===== src/rtl/line_pkg.sv =====
// Shared types for the radial line sequencer: FSM state encoding, default
// coordinate widths and the packed point type passed from the spoke table.
package line_pkg;

  localparam int DEF_XW = 10;
  localparam int DEF_YW = 9;

  typedef enum logic [2:0] {
    IDLE,
    DRAW_REQ,
    DRAW_WAIT,
    HOLD,
    ERASE_REQ,
    ERASE_WAIT,
    ADVANCE
  } state_t;

  typedef struct packed {
    logic [DEF_XW-1:0] x;
    logic [DEF_YW-1:0] y;
  } coord_t;

endpackage


===== src/rtl/spoke_rom.sv =====
// Combinational spoke endpoint table built at elaboration: NUM_POS points on a
// circle about (CX,CY), index 0 at 12 o'clock, stepping clockwise.
module spoke_rom
  import line_pkg::*;
#(
  parameter int XW      = DEF_XW,
  parameter int YW      = DEF_YW,
  parameter int NUM_POS = 12,
  parameter int CX      = 200,
  parameter int CY      = 200
) (
  input  logic [$clog2(NUM_POS)-1:0] idx,
  output coord_t                     pt
);

  localparam real TWO_PI = 6.283185307179586;
  localparam int  RADIUS = ((CX < CY) ? CX : CY) - 10;
  localparam int  XMAX   = (1 << XW) - 1;
  localparam int  YMAX   = (1 << YW) - 1;

  coord_t table_c [NUM_POS];

  // Screen y grows downward, so 12 o'clock is CY-R and clockwise moves +x first.
  for (genvar i = 0; i < NUM_POS; i++) begin : g_spoke
    localparam real ANG = TWO_PI * i / NUM_POS;
    localparam real XR  = CX + RADIUS * $sin(ANG);
    localparam real YR  = CY - RADIUS * $cos(ANG);
    localparam int  XI  = (XR >= 0.0) ? $rtoi(XR + 0.5) : -$rtoi(0.5 - XR);
    localparam int  YI  = (YR >= 0.0) ? $rtoi(YR + 0.5) : -$rtoi(0.5 - YR);
    localparam int  XS  = (XI < 0) ? 0 : ((XI > XMAX) ? XMAX : XI);
    localparam int  YS  = (YI < 0) ? 0 : ((YI > YMAX) ? YMAX : YI);

    assign table_c[i].x = DEF_XW'(XS);
    assign table_c[i].y = DEF_YW'(YS);
  end

  assign pt = (int'(idx) < NUM_POS) ? table_c[idx] : table_c[0];

endmodule


===== src/rtl/radial_line_sequencer.sv =====
// Rotating-spoke animator: requests a line from the centre to each spoke
// endpoint, holds it, optionally erases it, then steps to the next spoke.
module radial_line_sequencer
  import line_pkg::*;
#(
  parameter int XW          = DEF_XW,
  parameter int YW          = DEF_YW,
  parameter int NUM_POS     = 12,
  parameter int HOLD_CYCLES = 128,
  parameter int CX          = 200,
  parameter int CY          = 200
) (
  input  logic                       clk,
  input  logic                       reset,
  input  logic                       enable,
  input  logic                       step_dir,
  input  logic                       trail_mode,
  input  logic                       ld_done,
  output logic                       ld_start,
  output logic [XW-1:0]              x0,
  output logic [YW-1:0]              y0,
  output logic [XW-1:0]              x1,
  output logic [YW-1:0]              y1,
  output logic                       pixel_color,
  output logic [$clog2(NUM_POS)-1:0] pos_idx,
  output logic                       frame_done,
  output logic                       busy
);

  localparam int              IW        = $clog2(NUM_POS);
  localparam int              HW        = $clog2(HOLD_CYCLES + 1);
  localparam logic [IW-1:0]   LAST_IDX  = IW'(NUM_POS - 1);
  localparam logic [HW-1:0]   HOLD_LAST = HW'(HOLD_CYCLES - 1);

  state_t        state;
  logic [HW-1:0] hold_cnt;
  logic [IW-1:0] adv_idx;
  logic [IW-1:0] rom_idx;
  coord_t        rom_pt;

  always_comb begin
    adv_idx = pos_idx;
    if (step_dir) adv_idx = (pos_idx == '0) ? LAST_IDX : pos_idx - 1'b1;
    else          adv_idx = (pos_idx == LAST_IDX) ? '0 : pos_idx + 1'b1;
  end

  // Leaving ADVANCE loads the endpoint of the index being stepped to.
  assign rom_idx = (state == ADVANCE) ? adv_idx : pos_idx;

  spoke_rom #(
    .XW(XW), .YW(YW), .NUM_POS(NUM_POS), .CX(CX), .CY(CY)
  ) u_rom (
    .idx(rom_idx),
    .pt (rom_pt)
  );

  always_ff @(posedge clk) begin
    if (reset) begin
      state       <= IDLE;
      pos_idx     <= '0;
      hold_cnt    <= '0;
      ld_start    <= 1'b0;
      pixel_color <= 1'b0;
      frame_done  <= 1'b0;
      busy        <= 1'b0;
      x0          <= XW'(CX);
      y0          <= YW'(CY);
      x1          <= XW'(CX);
      y1          <= YW'(CY);
    end else begin
      ld_start   <= 1'b0;
      frame_done <= 1'b0;
      unique case (state)
        IDLE: begin
          if (enable) begin
            state       <= DRAW_REQ;
            ld_start    <= 1'b1;
            pixel_color <= 1'b1;
            busy        <= 1'b1;
            x0          <= XW'(CX);
            y0          <= YW'(CY);
            x1          <= XW'(rom_pt.x);
            y1          <= YW'(rom_pt.y);
          end
        end
        DRAW_REQ: state <= DRAW_WAIT;
        // The completion clock counts as the first hold clock.
        DRAW_WAIT: begin
          if (ld_done) begin
            state    <= HOLD;
            hold_cnt <= HW'(1);
          end
        end
        HOLD: begin
          if (hold_cnt >= HOLD_LAST) begin
            hold_cnt <= '0;
            if (trail_mode) begin
              state <= ADVANCE;
            end else begin
              state       <= ERASE_REQ;
              ld_start    <= 1'b1;
              pixel_color <= 1'b0;
            end
          end else begin
            hold_cnt <= hold_cnt + 1'b1;
          end
        end
        ERASE_REQ: state <= ERASE_WAIT;
        ERASE_WAIT: if (ld_done) state <= ADVANCE;
        ADVANCE: begin
          pos_idx    <= adv_idx;
          frame_done <= step_dir ? (pos_idx == '0) : (pos_idx == LAST_IDX);
          if (enable) begin
            state       <= DRAW_REQ;
            ld_start    <= 1'b1;
            pixel_color <= 1'b1;
            x0          <= XW'(CX);
            y0          <= YW'(CY);
            x1          <= XW'(rom_pt.x);
            y1          <= YW'(rom_pt.y);
          end else begin
            state <= IDLE;
            busy  <= 1'b0;
          end
        end
        default: state <= IDLE;
      endcase
    end
  end

endmodule


===== config.mk =====
export PLATFORM = sky130hd
export DESIGN_NAME = radial_line_sequencer
export DESIGN_NICKNAME = d
export VERILOG_FILES = /design/src/rtl/line_pkg.sv /design/src/rtl/spoke_rom.sv /design/src/rtl/radial_line_sequencer.sv
export SDC_FILE = /design/constraint.sdc
export NUM_CORES = 1
export LEC_CHECK = 0
export ABC_AREA = 0
export BUFFER_PORTS_ARGS = -buffer_cell sky130_fd_sc_hd__buf_2
export CORE_MARGIN = 4
export CORE_UTILIZATION = 28
export DETAILED_ROUTE_END_ITERATION = 8
export PLACE_DENSITY = 0.59
export SLEW_MARGIN = 15
export SYNTH_ARGS = -nofsm -noshare
export SYNTH_HDL_FRONTEND = slang
export SYNTH_SLANG_ARGS = --single-unit

===== constraint.sdc =====
create_clock -name clk -period 4.89 [get_ports clk]
set_clock_uncertainty 0.05 [all_clocks]
set_input_delay 0.2445 -clock clk [delete_from_list [all_inputs] [get_ports clk]]
set_output_delay 0.2445 -clock clk [all_outputs]
set_load 0.05 [all_outputs]

After elaboration in Yosys (flattened, before gate mapping)
Memory sizes are Yosys's and may differ from the RTL's.
Cells that the tools add are included.

storage, ports and cells
  register bits after elaboration = 38
  memory bits (read-only) = 304
  bits of input ports = 6
  word-level logic and storage cells = 72
  memories = 1

cells by class
  add/sub/neg operators = 3
  magnitude comparators = 3
  equality and inequality tests = 14
  multiplexer cells = 28
  bitwise gates (word level) = 2
  reductions and logical operators = 12

memory list
  name             depth  width  read ports  clocked after memory_dff  write ports  RTL line         RTL
  (no name shown)  16     19     1           0                         0            spoke_rom.sv:37  assign pt = (int'(idx) < NUM_POS) ? table_c[idx] : table_c[0];

operator list
  operator             number
  $mux 19              3
  $pmux 3 s7           1
  $mux 4               4
  $mux 8               2
  $pmux 8 s2           1
  $mux 3               4
  $ne 2x2->1 const B   6
  $eq 3x3->1 const B   3
  $mux 1               9
  $add 8x1->8 const B  1
  $ge 8x7->1 const B   1
  $reduce_and 4->1     2
  $eq 3x2->1 const B   2
  $pmux 1 s2           3
  $reduce_bool 2->1    3
  $ge 5x5->1 const B   1
  $not 4->5            1
  $add 4x1->4 const B  1
  $eq 4x4->1 const B   1
  $logic_not 4->1      1
  $lt 4x4->1 const B   1
  $reduce_and 2->1     2
  $reduce_or 2->1      2
  $sub 4x1->4 const B  1
  6 further kinds      6

Logic depth before layout (Yosys ltp)
Gate-level depths: netlist of run 1.

  depth after elaboration = 9
  gate-level depth with buffers = 10
  mapped depth without buffers = 10

Hierarchy
From an unflattened synthesis of run 1, not the netlist that was laid out.

second synthesis, totals
  cells, all modules = 289
  area total of the unflattened synthesis = 2279.7 um^2

by module, submodules not included
  module                 instances  cells an instance  area an instance (um^2)  sequential area each (um^2)
  radial_line_sequencer  1          240                1926.8                   760.7
  spoke_rom              1          49                 352.8                    0.0

Least setup slack after synthesis of run 1
No wires, ideal clock.

  path type = register -> register
  start = register pos_idx[0]
  end = register x1[5]
  library setup time = 0.132 ns
  arrival time = 2.704 ns
  data required time = 4.708 ns
  slack = 2.004 ns
  stages on the path, launching flop included = 9
  cell sequence = dfxtp_1 -> ha_1 -> and4bb_2 -> a21oi_1 -> o221ai_1 -> inv_1 -> ha_1 -> o32ai_1 -> nor3_1

on the way
  word-level cells in the longest chain between the ends = 9
  elaborated cells on any way between the ends = 14
  those cells by class = add/sub: 2; order compare: 1; eq/ne: 1; mux: 7; bitwise: 1; reduce/logical: 1; memory: 1

ends and longest elaborated chain
  what                                         RTL line                                                  RTL
  from (decl)                                  radial_line_sequencer.sv:25                               output logic [$clog2(NUM_POS)-1:0] pos_idx,
  from (signal assigned)                       radial_line_sequencer.sv:111                              pos_idx <= adv_idx;
  $add 4x1->4, or another cell as far along    radial_line_sequencer.sv:44                               else adv_idx = (pos_idx == LAST_IDX) ? '0 : pos_idx + 1'b1;
  $mux 4, on equally long branches             radial_line_sequencer.sv:44, radial_line_sequencer.sv:43
  $mux 4                                       radial_line_sequencer.sv:43                               if (step_dir) adv_idx = (pos_idx == '0) ? LAST_IDX : pos_idx - 1'b1;
  $mux 4 *                                     radial_line_sequencer.sv:48                               assign rom_idx = (state == ADVANCE) ? adv_idx : pos_idx;
  via rom_idx[0]                               radial_line_sequencer.sv:38                               logic [IW-1:0] rom_idx;
  $not 4->5 (not written as such)              spoke_rom.sv:37
  $mem_v2 16x19                                -
  $mux 19 (not written as such) (2 in series)  spoke_rom.sv:37
  $mux 19 *                                    spoke_rom.sv:37
  to (signal assigned)                         radial_line_sequencer.sv:68                               x1 <= XW'(CX);
  to (signal assigned)                         radial_line_sequencer.sv:82                               x1 <= XW'(rom_pt.x);
  to (signal assigned)                         radial_line_sequencer.sv:119                              x1 <= XW'(rom_pt.x);
  to (decl)                                    radial_line_sequencer.sv:22                               output logic [XW-1:0] x1,

Mark *: on every way through the listed nets, which the timed path passes. The rest lies on a longest branch. The select of a mux whose other input is x is not followed.
A chain may end at the register's enable or synchronous reset.

Final worst setup path of run 1
Same ends and word-level chain as after synthesis.

==> results.sh, run 1 <==
export IMPL_cts_tree="done"
export IMPL_gp_congestion=0.794
export IMPL_coreArea_mm2=0.00642
export IMPL_post_cts_buffers=0
export IMPL_holdBufCountCts=0
export IMPL_dp_hpwl_um=2760
export IMPL_die_w_um=89.9
export IMPL_vias=1511
export IMPL_ys_seq_area_frac=0.320
export IMPL_cts_sinks=30
export IMPL_cts_root_buffer="clkbuf_8"
export IMPL_required_ps=4990
export IMPL_swShare=0.409
export IMPL_postSynthCellCount=235
export IMPL_io_pins=52
export IMPL_drc=0
export IMPL_cap_violations=0
export IMPL_clk_latency_ps=280
export IMPL_routed_wl_um=3860
export IMPL_period_needed_ps=2850
export IMPL_ir_drop_mv=0.139
export IMPL_drtIter0Drc=71
export IMPL_die_area_mm2=0.00809
export IMPL_clk_pin_slew_worst_paths_ps=60
export IMPL_power_frac_seq=0.393
export IMPL_tightest_slew_ps=772
export IMPL_p_per_area_mw_per_mm2=368
export IMPL_dr_pass1_iters=4
export IMPL_worstSetupEndpointType="flip-flop"
export IMPL_htree_levels=2
export IMPL_syn_cell_area_mm2=0.00188
export IMPL_synth_edf_count=0
export IMPL_num_rows=29
export IMPL_n_fill_cell=715
export IMPL_status="complete, no violations"
export IMPL_max_freq_mhz=351
export IMPL_rsz0062_at_grt="false"
export IMPL_viasPerCell=4.56
export IMPL_crit_arrival_ps=2950
export IMPL_grt_max_degree=32
export IMPL_final_setup_tns_ps=0
export IMPL_hold_violations=0
export IMPL_grt_ovfl_total=0
export IMPL_clock_power_share=0.275
export IMPL_pwr_share_comb=0.332
export IMPL_startpoint_type="flip-flop"
export IMPL_p_int_w=0.000442
export IMPL_drv_slew=0
export IMPL_finalSetupViolCount=0
export IMPL_yosys_area_top_type_share=0.320
export IMPL_clock_path_buffers=2
export IMPL_post_route_period_util=0.583
export IMPL_cp_max_fo=9
export IMPL_cts_resized=0
export IMPL_grt_first_pass_wirelength_um=6510
export IMPL_fp_dieH_um=89.9
export IMPL_synth_area_leaders="dfxtp_1 32%, buf_4 11%, ha_1 7.3%, a21oi_1 5.1%, nand2_1 4.4%"
export IMPL_max_slew_margin=0.480
export IMPL_antenna_found_initial=0
export IMPL_synthFlopType="dfxtp_1"
export IMPL_async_reset_ff_frac=0
export IMPL_wire_per_inst_um=11.6
export IMPL_portBuffers=29
export IMPL_numCtsBuffers=5
export IMPL_hp_class="in2reg"
export IMPL_ys_types=46
export IMPL_final_nets=270
export IMPL_grt_pass1_vias=1378
export IMPL_yosysTopAreaCell="dfxtp_1"
export IMPL_ant_nets=0
export IMPL_power_switching_w=0.000306
export IMPL_start_util=0.293
export IMPL_avgSynthCellArea_um2=8.00
export IMPL_ys_ff_latch=30
export IMPL_critPathKind="reg2reg"
export IMPL_layout_drive_gt1_share=0.161
export IMPL_ys_warn_count=0
export IMPL_pre_cts_slack_ps=2040
export IMPL_final_setup_worst_slack_ps=2040
export IMPL_p_leak_nw=0.888
export IMPL_areaGrowthSynthToFinish_pct=8.12
export IMPL_track_usage=0.0974
export IMPL_antenna_cells=0
cells in the final DEF, fill, tap and decap left out, types with 4 or more instances in the layout:
cell type  synthesis  routed
o21ai_0            9       9
nor3_1             5       5
conb_1             2      22
a21oi_1           19      19
nand3_1            5       5
nand2_1           22      22
inv_1              9       9
ha_1              11      11
o21a_1             4       4
and3_1             4       4
clkbuf_8           0       6
mux2i_1            4       4
nor2_1            22      22
dfxtp_1           30      30
buf_2              6      29
nor2b_1            4       4
worst max-delay path: stages (launching register included):
cell      delay (ps)
dfxtp_1          470
ha_1             280
and4bb_2         240
a21oi_1           40
o221ai_1         580
inv_1            250
ha_1             370
o32ai_1          360
nor3_1            80
stage by stage:
| stage | hold WS, ps | power (W) | util | std cells | instance area [µm²] |
|---|---|---|---|---|---|
| floorplan | 278 | 0.000525 | - | 255 | 1950 |
| global placement | 389 | 0.000548 | 0.302 | 323 | 1940 |
| detailed placement | 389 | 0.000548 | 0.302 | 323 | 1940 |
| CTS | 199 | 0.000757 | 0.316 | 331 | 2030 |
| global route | 234 | 0.000789 | 0.316 | 331 | 2030 |
| finish | 214 | 0.000748 | 0.316 | 331 | 2030 |
layout make-up:
cell class                 count  area [µm²]  area share
sequential                    30         601       0.296
inverter                       9        33.8      0.0166
timing repair buffer          30         153      0.0751
clock inverter                 1        5.00     0.00246
tap                           77        96.3      0.0474
multi-input combinational    177        1060       0.520
clock buffer                   7        86.3      0.0425
metal layers:
metal | track usage | part of all wire
met1 | 0.123 | 0.49
met2 | 0.146 | 0.43
met3 | 0.0267 | 0.056
met4 | 0.0612 | 0.028
met5 | 0 | 0
sequential cells by signal, indices dropped and copies added (netlist names), 3 cells and up:
name,cells
pos_idx,4
hold_cnt,8
y1,5
state,3
x1,6
kinds of logic after synthesis:
group | count (synthesis) | share of synthesized area
fa+ha+maj | 11 | 0.0732
compound gates | 59 | 0.204
xor+xnor | 3 | 0.0140
other cells | 2 | 0.00400
mux | 4 | 0.0213
simple gates | 78 | 0.206
buf+inv | 48 | 0.158
flops | 30 | 0.320
cell usage after synthesis (3+ instances only):
cell type	count
dfxtp_1	30
buf_4	27
nand2_1	22
nor2_1	22
a21oi_1	19
ha_1	11
inv_1	9
o21ai_0	9
buf_2	6
nand3_1	5
nor3_1	5
and3_1	4
clkbuf_1	4
mux2i_1	4
nor2b_1	4
o21a_1	4
a211oi_1	3
nand2b_1	3
nand3b_1	3
o221ai_1	3
o22ai_1	3
xnor2_1	3
final timing paths:
check / startpoint / endpoint / slack [ps] / depth (start not counted)
min reg2reg: y1[1] / y1[1] / 390 / 2
max: pos_idx[0] / x1[5] / 2040 / 8
min: trail_mode / ld_start / 210 / 4
max reg2reg: pos_idx[0] / x1[5] / 2040 / 8
power by group through the flow:
stage                     Clock [W]  Sequential (W)  Combinational (W)
after floorplan                   0        0.000357           0.000168
after global placement            0        0.000299           0.000250
after detailed placement          0        0.000299           0.000249
after CTS                  0.000213        0.000294           0.000250
after global routing       0.000223        0.000298           0.000267
final                      0.000206        0.000294           0.000249
Power figures use the tool's default switching activity.
==> run 2: changes to the inputs <==
==> constraint.sdc (replaced) <==
create_clock -name clk -period 2.7 [get_ports clk]
set_clock_uncertainty 0.05 [all_clocks]
set_input_delay 0.135 -clock clk [delete_from_list [all_inputs] [get_ports clk]]
set_output_delay 0.135 -clock clk [all_outputs]
set_load 0.05 [all_outputs]
==> results.sh, run 2 (synthesis gave the netlist of run 1 again) <==
export IMPL_start_util=0.293
export IMPL_clock_path_buffers=2
export IMPL_coreArea_mm2=0.00642
export IMPL_p_leak_nw=0.900
export IMPL_areaGrowthSynthToFinish_pct=9.45
export IMPL_p_total_w=0.00132
export IMPL_clk_pin_slew_worst_paths_ps=60
export IMPL_dp_hpwl_um=2890
export IMPL_routed_wl_um=4010
export IMPL_cts_tree="done"
export IMPL_top_regs="hold_cnt: 8 flops, x1: 6 flops, y1: 5 flops"
export IMPL_holdBufCountCts=0
export IMPL_startpoint_type="flip-flop"
export IMPL_dr_pass1_iters=4
export IMPL_period_needed_ps=2260
export IMPL_post_route_period_util=0.837
export IMPL_htree_levels=2
export IMPL_post_cts_buffers=0
export IMPL_grt_ovfl_total=0
export IMPL_track_usage=0.101
export IMPL_finalSetupViolCount=0
export IMPL_antenna_found_initial=0
export IMPL_layout_commonest_cell="buf_2"
export IMPL_tightest_slew_ps=588
export IMPL_design_area_mm2=0.00206
export IMPL_rsz0062_at_grt="false"
export IMPL_status="complete, no violations"
export IMPL_max_slew_margin=0.608
export IMPL_max_freq_mhz=442
export IMPL_wire_per_inst_um=12.0
export IMPL_crit_slowest_cell="dfxtp_1"
export IMPL_placed_area_mm2=0.00198
export IMPL_grt_max_degree=32
export IMPL_top_register="hold_cnt"
export IMPL_ir_drop_mv=0.255
export IMPL_cap_violations=0
export IMPL_drtIter0Drc=63
export IMPL_grt_first_pass_wirelength_um=6890
export IMPL_drv_slew=0
export IMPL_io_pins=52
export IMPL_fp_dieH_um=89.9
export IMPL_viasPerCell=4.72
export IMPL_numCtsBuffers=5
export IMPL_clk_latency_ps=270
export IMPL_hold_slack_ps=118
export IMPL_antenna_cells=0
export IMPL_layout_drive_gt1_share=0.183
export IMPL_mostFrequentLayoutCells="29 x buf_2, 28 x dfxtp_1, 22 x nand2_1, 22 x nor2_1, 22 x conb_1"
export IMPL_p_per_area_mw_per_mm2=642
export IMPL_hp_class="in2reg"
export IMPL_portBuffers=29
export IMPL_gp_congestion=0.819
export IMPL_required_ps=2790
export IMPL_final_nets=274
export IMPL_worstSetupEndpointType="flip-flop"
export IMPL_path_buf_inv=1
export IMPL_critPathTopFamily="compound AO/OA/AOI/OAI gates"
export IMPL_grt_pass1_vias=1490
export IMPL_num_rows=29
export IMPL_vias=1577
export IMPL_die_w_um=89.9
export IMPL_path_cells="nand3b_1, a211o_1, o221ai_2, inv_1, ha_1, o32ai_1, nor3_1"
export IMPL_die_area_mm2=0.00809
export IMPL_critPathKind="reg2reg"
export IMPL_final_setup_tns_ps=0
export IMPL_ant_nets=0
export IMPL_critPathMaxStageDelay_ps=480
export IMPL_hold_violations=0
export IMPL_cts_sinks=30
export IMPL_cts_root_buffer="clkbuf_8"
export IMPL_crit_arrival_ps=2350
export IMPL_largest_reg_flops=8
export IMPL_drc=0
export IMPL_cp_max_fo=9
-- run 2: cell count changes in the layout (fill, tap and decap cells not counted) --
cell      previous run  this run
o31a_1               2         1
clkbuf_1             1         2
clkinv_2             1         0
dfxtp_1             30        28
o221ai_2             0         1
o221ai_1             3         2
dfxtp_2              0         2
clkbuf_8             6         5
o31a_2               0         1
buf_4                1         5
-- run 2: report_power, final --
group	total [W]	internal, W	switching, W
Sequential	0.000522	0.000490	0.0000321
Combinational	0.000471	0.000111	0.000360
Clock	0.000327	0.000177	0.000150
-- run 2: path summary, 6_finish.rpt --
kind                            startpoint        to  slack, ps  cells past startpoint
worst max register to register    state[2]     x1[5]        440                      7
worst min-delay path            trail_mode  ld_start        120                      4
worst min register to register       y1[1]     y1[1]        390                      2
worst max-delay path              state[2]     x1[5]        440                      7
-- run 2: per-layer routing --
layer / global-route usage / part of all wire
met5: 0 / 0
met4: 0.0536 / 0.019
met3: 0.0192 / 0.055
met2: 0.157 / 0.43
met1: 0.132 / 0.49
-- run 2: area by class of cell --
| type | count | area (µm²) |
|---|---|---|
| clock buffer | 7 | 76.3 |
| multi-input combinational | 177 | 1060 |
| tap | 77 | 96.3 |
| timing repair buffer | 34 | 183 |
| fill | 675 | 4370 |
| inverter | 9 | 33.8 |
| sequential | 30 | 603 |
-- run 2: through the flow --
step,setup slack [ps],utilization,instances
finish,439,0.320,334
global route,211,0.320,334
CTS,275,0.320,334
detailed placement,280,0.308,327
global placement,344,0.308,327
floorplan,165,-,255
-- run 2: what timing repair did --
action / in CTS / in global routing
resized for setup: 0 / 1
hold endpoints to repair: 0 / 0
endpoints found under the setup margin: 0 / 1
-- run 2: worst register-to-register path, stage by stage, from the launching register on --
cell and delay, ps:
dfxtp_1 480, nand3b_1 260, a211o_1 340, o221ai_2 70, inv_1 140, ha_1 330
o32ai_1 360, nor3_1 90
==> run 3: changes to the inputs <==
--- a/config.mk
+++ b/config.mk
@@ -5,12 +5,12 @@
 export SDC_FILE = /design/constraint.sdc
 export NUM_CORES = 1
 export LEC_CHECK = 0
-export ABC_AREA = 0
+export ABC_AREA = 1
 export BUFFER_PORTS_ARGS = -buffer_cell sky130_fd_sc_hd__buf_2
 export CORE_MARGIN = 4
 export CORE_UTILIZATION = 28
 export DETAILED_ROUTE_END_ITERATION = 8
-export PLACE_DENSITY = 0.59
+export PLACE_DENSITY = 0.61
 export SLEW_MARGIN = 15
 export SYNTH_ARGS = -nofsm -noshare
 export SYNTH_HDL_FRONTEND = slang
==> constraint.sdc (replaced) <==
create_clock -name clk -period 1.9 [get_ports clk]
set_clock_uncertainty 0.05 [all_clocks]
set_input_delay 0.095 -clock clk [delete_from_list [all_inputs] [get_ports clk]]
set_output_delay 0.095 -clock clk [all_outputs]
set_load 0.05 [all_outputs]
==> results.sh, run 3 <==
export IMPL_critPathTopFamily="adder cells"
export IMPL_layout_drive_gt1_share=0.342
export IMPL_p_per_area_mw_per_mm2=886
export IMPL_multi_input_area_mm2=0.00120
export IMPL_gp_congestion=0.863
export IMPL_post_synth_xor_area_fraction=0.00446
export IMPL_avgSynthCellArea_um2=6.96
export IMPL_cp_num_cells=12
export IMPL_top_register="hold_cnt"
export IMPL_design_area_mm2=0.00241
export IMPL_drc=0
export IMPL_track_usage=0.109
export IMPL_grt_first_pass_wirelength_um=7540
export IMPL_synthTopCellsByCount="59 x nand2_1, 30 x dfxtp_1, 27 x buf_4, 26 x nor2_1, 24 x inv_1"
export IMPL_max_freq_mhz=541
export IMPL_placed_area_mm2=0.00221
export IMPL_path_buf_inv=2
export IMPL_drtIter0Drc=64
export IMPL_hold_depth=4
export IMPL_htree_levels=2
export IMPL_clk_latency_ps=280
export IMPL_synth_top_family_by_area="simple AND/OR/NAND/NOR gates"
export IMPL_required_ps=2080
export IMPL_routed_wl_um=4580
export IMPL_viasPerCell=4.24
export IMPL_antenna_found_initial=0
export IMPL_cap_violations=0
export IMPL_post_route_period_util=0.972
export IMPL_synthAdderAreaFrac=0.0702
export IMPL_p_leak_nw=1.09
export IMPL_largest_reg_flops=8
export IMPL_synth_edf_count=0
export IMPL_rsz0062_at_grt="true"
export IMPL_cp_max_fo=6
export IMPL_die_area_mm2=0.00841
export IMPL_clock_path_buffers=2
export IMPL_postSynthCellCount=282
export IMPL_muxShareOfSynthArea=0
export IMPL_start_util=0.289
export IMPL_critPathMaxStageDelay_ps=400
export IMPL_ys_ff_latch=30
export IMPL_status="complete, no violations"
export IMPL_ir_drop_mv=0.240
export IMPL_antenna_cells=0
export IMPL_finalSetupViolCount=0
export IMPL_yosysTopAreaCell="dfxtp_1"
export IMPL_top_regs="hold_cnt: 8 flops, x1: 6 flops, y1: 5 flops"
export IMPL_async_reset_ff_frac=0
export IMPL_grt_ovfl_total=0
export IMPL_synth_compound_area_frac=0.125
export IMPL_crit_arrival_ps=2030
export IMPL_synth_most_common_cell="nand2_1"
export IMPL_dp_hpwl_um=3430
export IMPL_vias=1772
export IMPL_grt_pass1_vias=1616
export IMPL_fp_dieH_um=91.7
export IMPL_clk_pin_slew_worst_paths_ps=70
export IMPL_startpoint_type="flip-flop"
export IMPL_wire_per_inst_um=10.9
export IMPL_worstSetupEndpointType="flip-flop"
export IMPL_path_cells="inv_4, ha_4, xnor2_1, nand2_1, nand2_4, inv_6, ha_4, o21ai_2, nand2_1, a21oi_2, nor2_1, nand2_1"
export IMPL_synthFlopType="dfxtp_1"
export IMPL_num_rows=30
export IMPL_regArea_um2=614
export IMPL_areaGrowthSynthToFinish_pct=23.1
export IMPL_ys_types=35
export IMPL_coreArea_mm2=0.00679
export IMPL_r2r_cells=12
export IMPL_ys_seq_area_frac=0.306
export IMPL_hold_slack_ps=86.0
export IMPL_ant_nets=0
export IMPL_cp_common_cell="nand2_1"
export IMPL_n_fill_cell=730
export IMPL_cts_sinks=30
export IMPL_period_needed_ps=1850
export IMPL_dr_pass1_iters=4
export IMPL_synth_area_leaders="dfxtp_1 31%, nand2_1 11%, buf_4 10%, ha_1 7.0%, a21oi_1 5.4%"
export IMPL_numCtsBuffers=5
export IMPL_layout_commonest_cell="nand2_1"
export IMPL_hp_class="in2reg"
export IMPL_die_w_um=91.7
export IMPL_ys_warn_count=0
export IMPL_syn_cell_area_mm2=0.00196
export IMPL_grt_max_degree=23
export IMPL_portBuffers=29
export IMPL_critPathKind="reg2reg"
export IMPL_crit_slowest_cell="dfxtp_4"
export IMPL_mostFrequentLayoutCells="55 x nand2_1, 29 x buf_2, 24 x nor2_1"
export IMPL_cts_root_buffer="clkbuf_8"
export IMPL_drv_slew=0
export IMPL_yosys_area_top_type_share=0.306
export IMPL_final_nets=338
export IMPL_yosys_area_share_simple=0.311
export IMPL_holdBufCountCts=0
export IMPL_io_pins=52
export IMPL_hold_violations=0
export IMPL_cts_tree="done"
-- run 3: cell count changes in the layout (fill, tap and decap cells not counted), sizes merged, moves of 9 or more --
cell,change
buf,+10
nand2,+49
nand3,+16
nor2,+9
inv,+21
-- run 3: worst min-delay path, cell delays in order --
cell and delay [ps]:
buf_2 80, inv_1 40, nand2_1 70, a21oi_1 70
-- run 3: layout make-up --
cell class | count | area share
flip-flops and latches | 30 | 0.254
multi-input cells | 209 | 0.495
clock inverters | 1 | 0.00207
well taps | 96 | 0.0497
clock buffers | 7 | 0.0358
repair buffers | 44 | 0.107
inverters | 31 | 0.0560
-- run 3: worst paths after layout --
path	from	end	slack (ps)
setup / recovery	pos_idx[1]	x1[7]	50
hold / removal	trail_mode	ld_start	90
setup reg to reg	pos_idx[1]	x1[7]	50
hold reg to reg	x1[7]	x1[7]	410
-- run 3: cell families (layout without fill, tap and decap cells) --
logic type,Yosys count,in the layout
AOI/OAI and AO/OA,44,44
xor gates and xnor gates,1,1
adders and majority gates,11,11
buffers and inverters,63,83
DFF,30,30
other,2,22
and+or+nand+nor,131,131
-- run 3: power breakdown --
part | internal, W | switching [W]
Combinational | 0.000204 | 0.000625
Clock | 0.000292 | 0.000249
Sequential | 0.000707 | 0.0000635
Total | 0.00120 | 0.000937
-- run 3: per-stage QoR --
stage	setup WS (ps)	util	setup TNS (ps)	instances	total power (W)
global route	-43.4	0.355	-122	418	0.00226
CTS	15.3	0.338	0	412	0.00215
detailed placement	32.1	0.325	0	404	0.00160
global placement	48.2	0.325	0	404	0.00160
finish	52.5	0.355	0	418	0.00214
floorplan	-2.36	-	-2.36	302	0.00148
-- run 3: layer usage --
| metal | GRT usage | share of wire |
|---|---|---|
| met5 | 0 | 0 |
| met4 | 0.0446 | 0.016 |
| met3 | 0.0230 | 0.034 |
| met2 | 0.178 | 0.50 |
| met1 | 0.140 | 0.45 |
-- run 3: timing repair --
action / CTS / global route
buffers inserted: 0 / 6
resized for setup: 0 / 23
setup endpoints to repair: 0 / 12
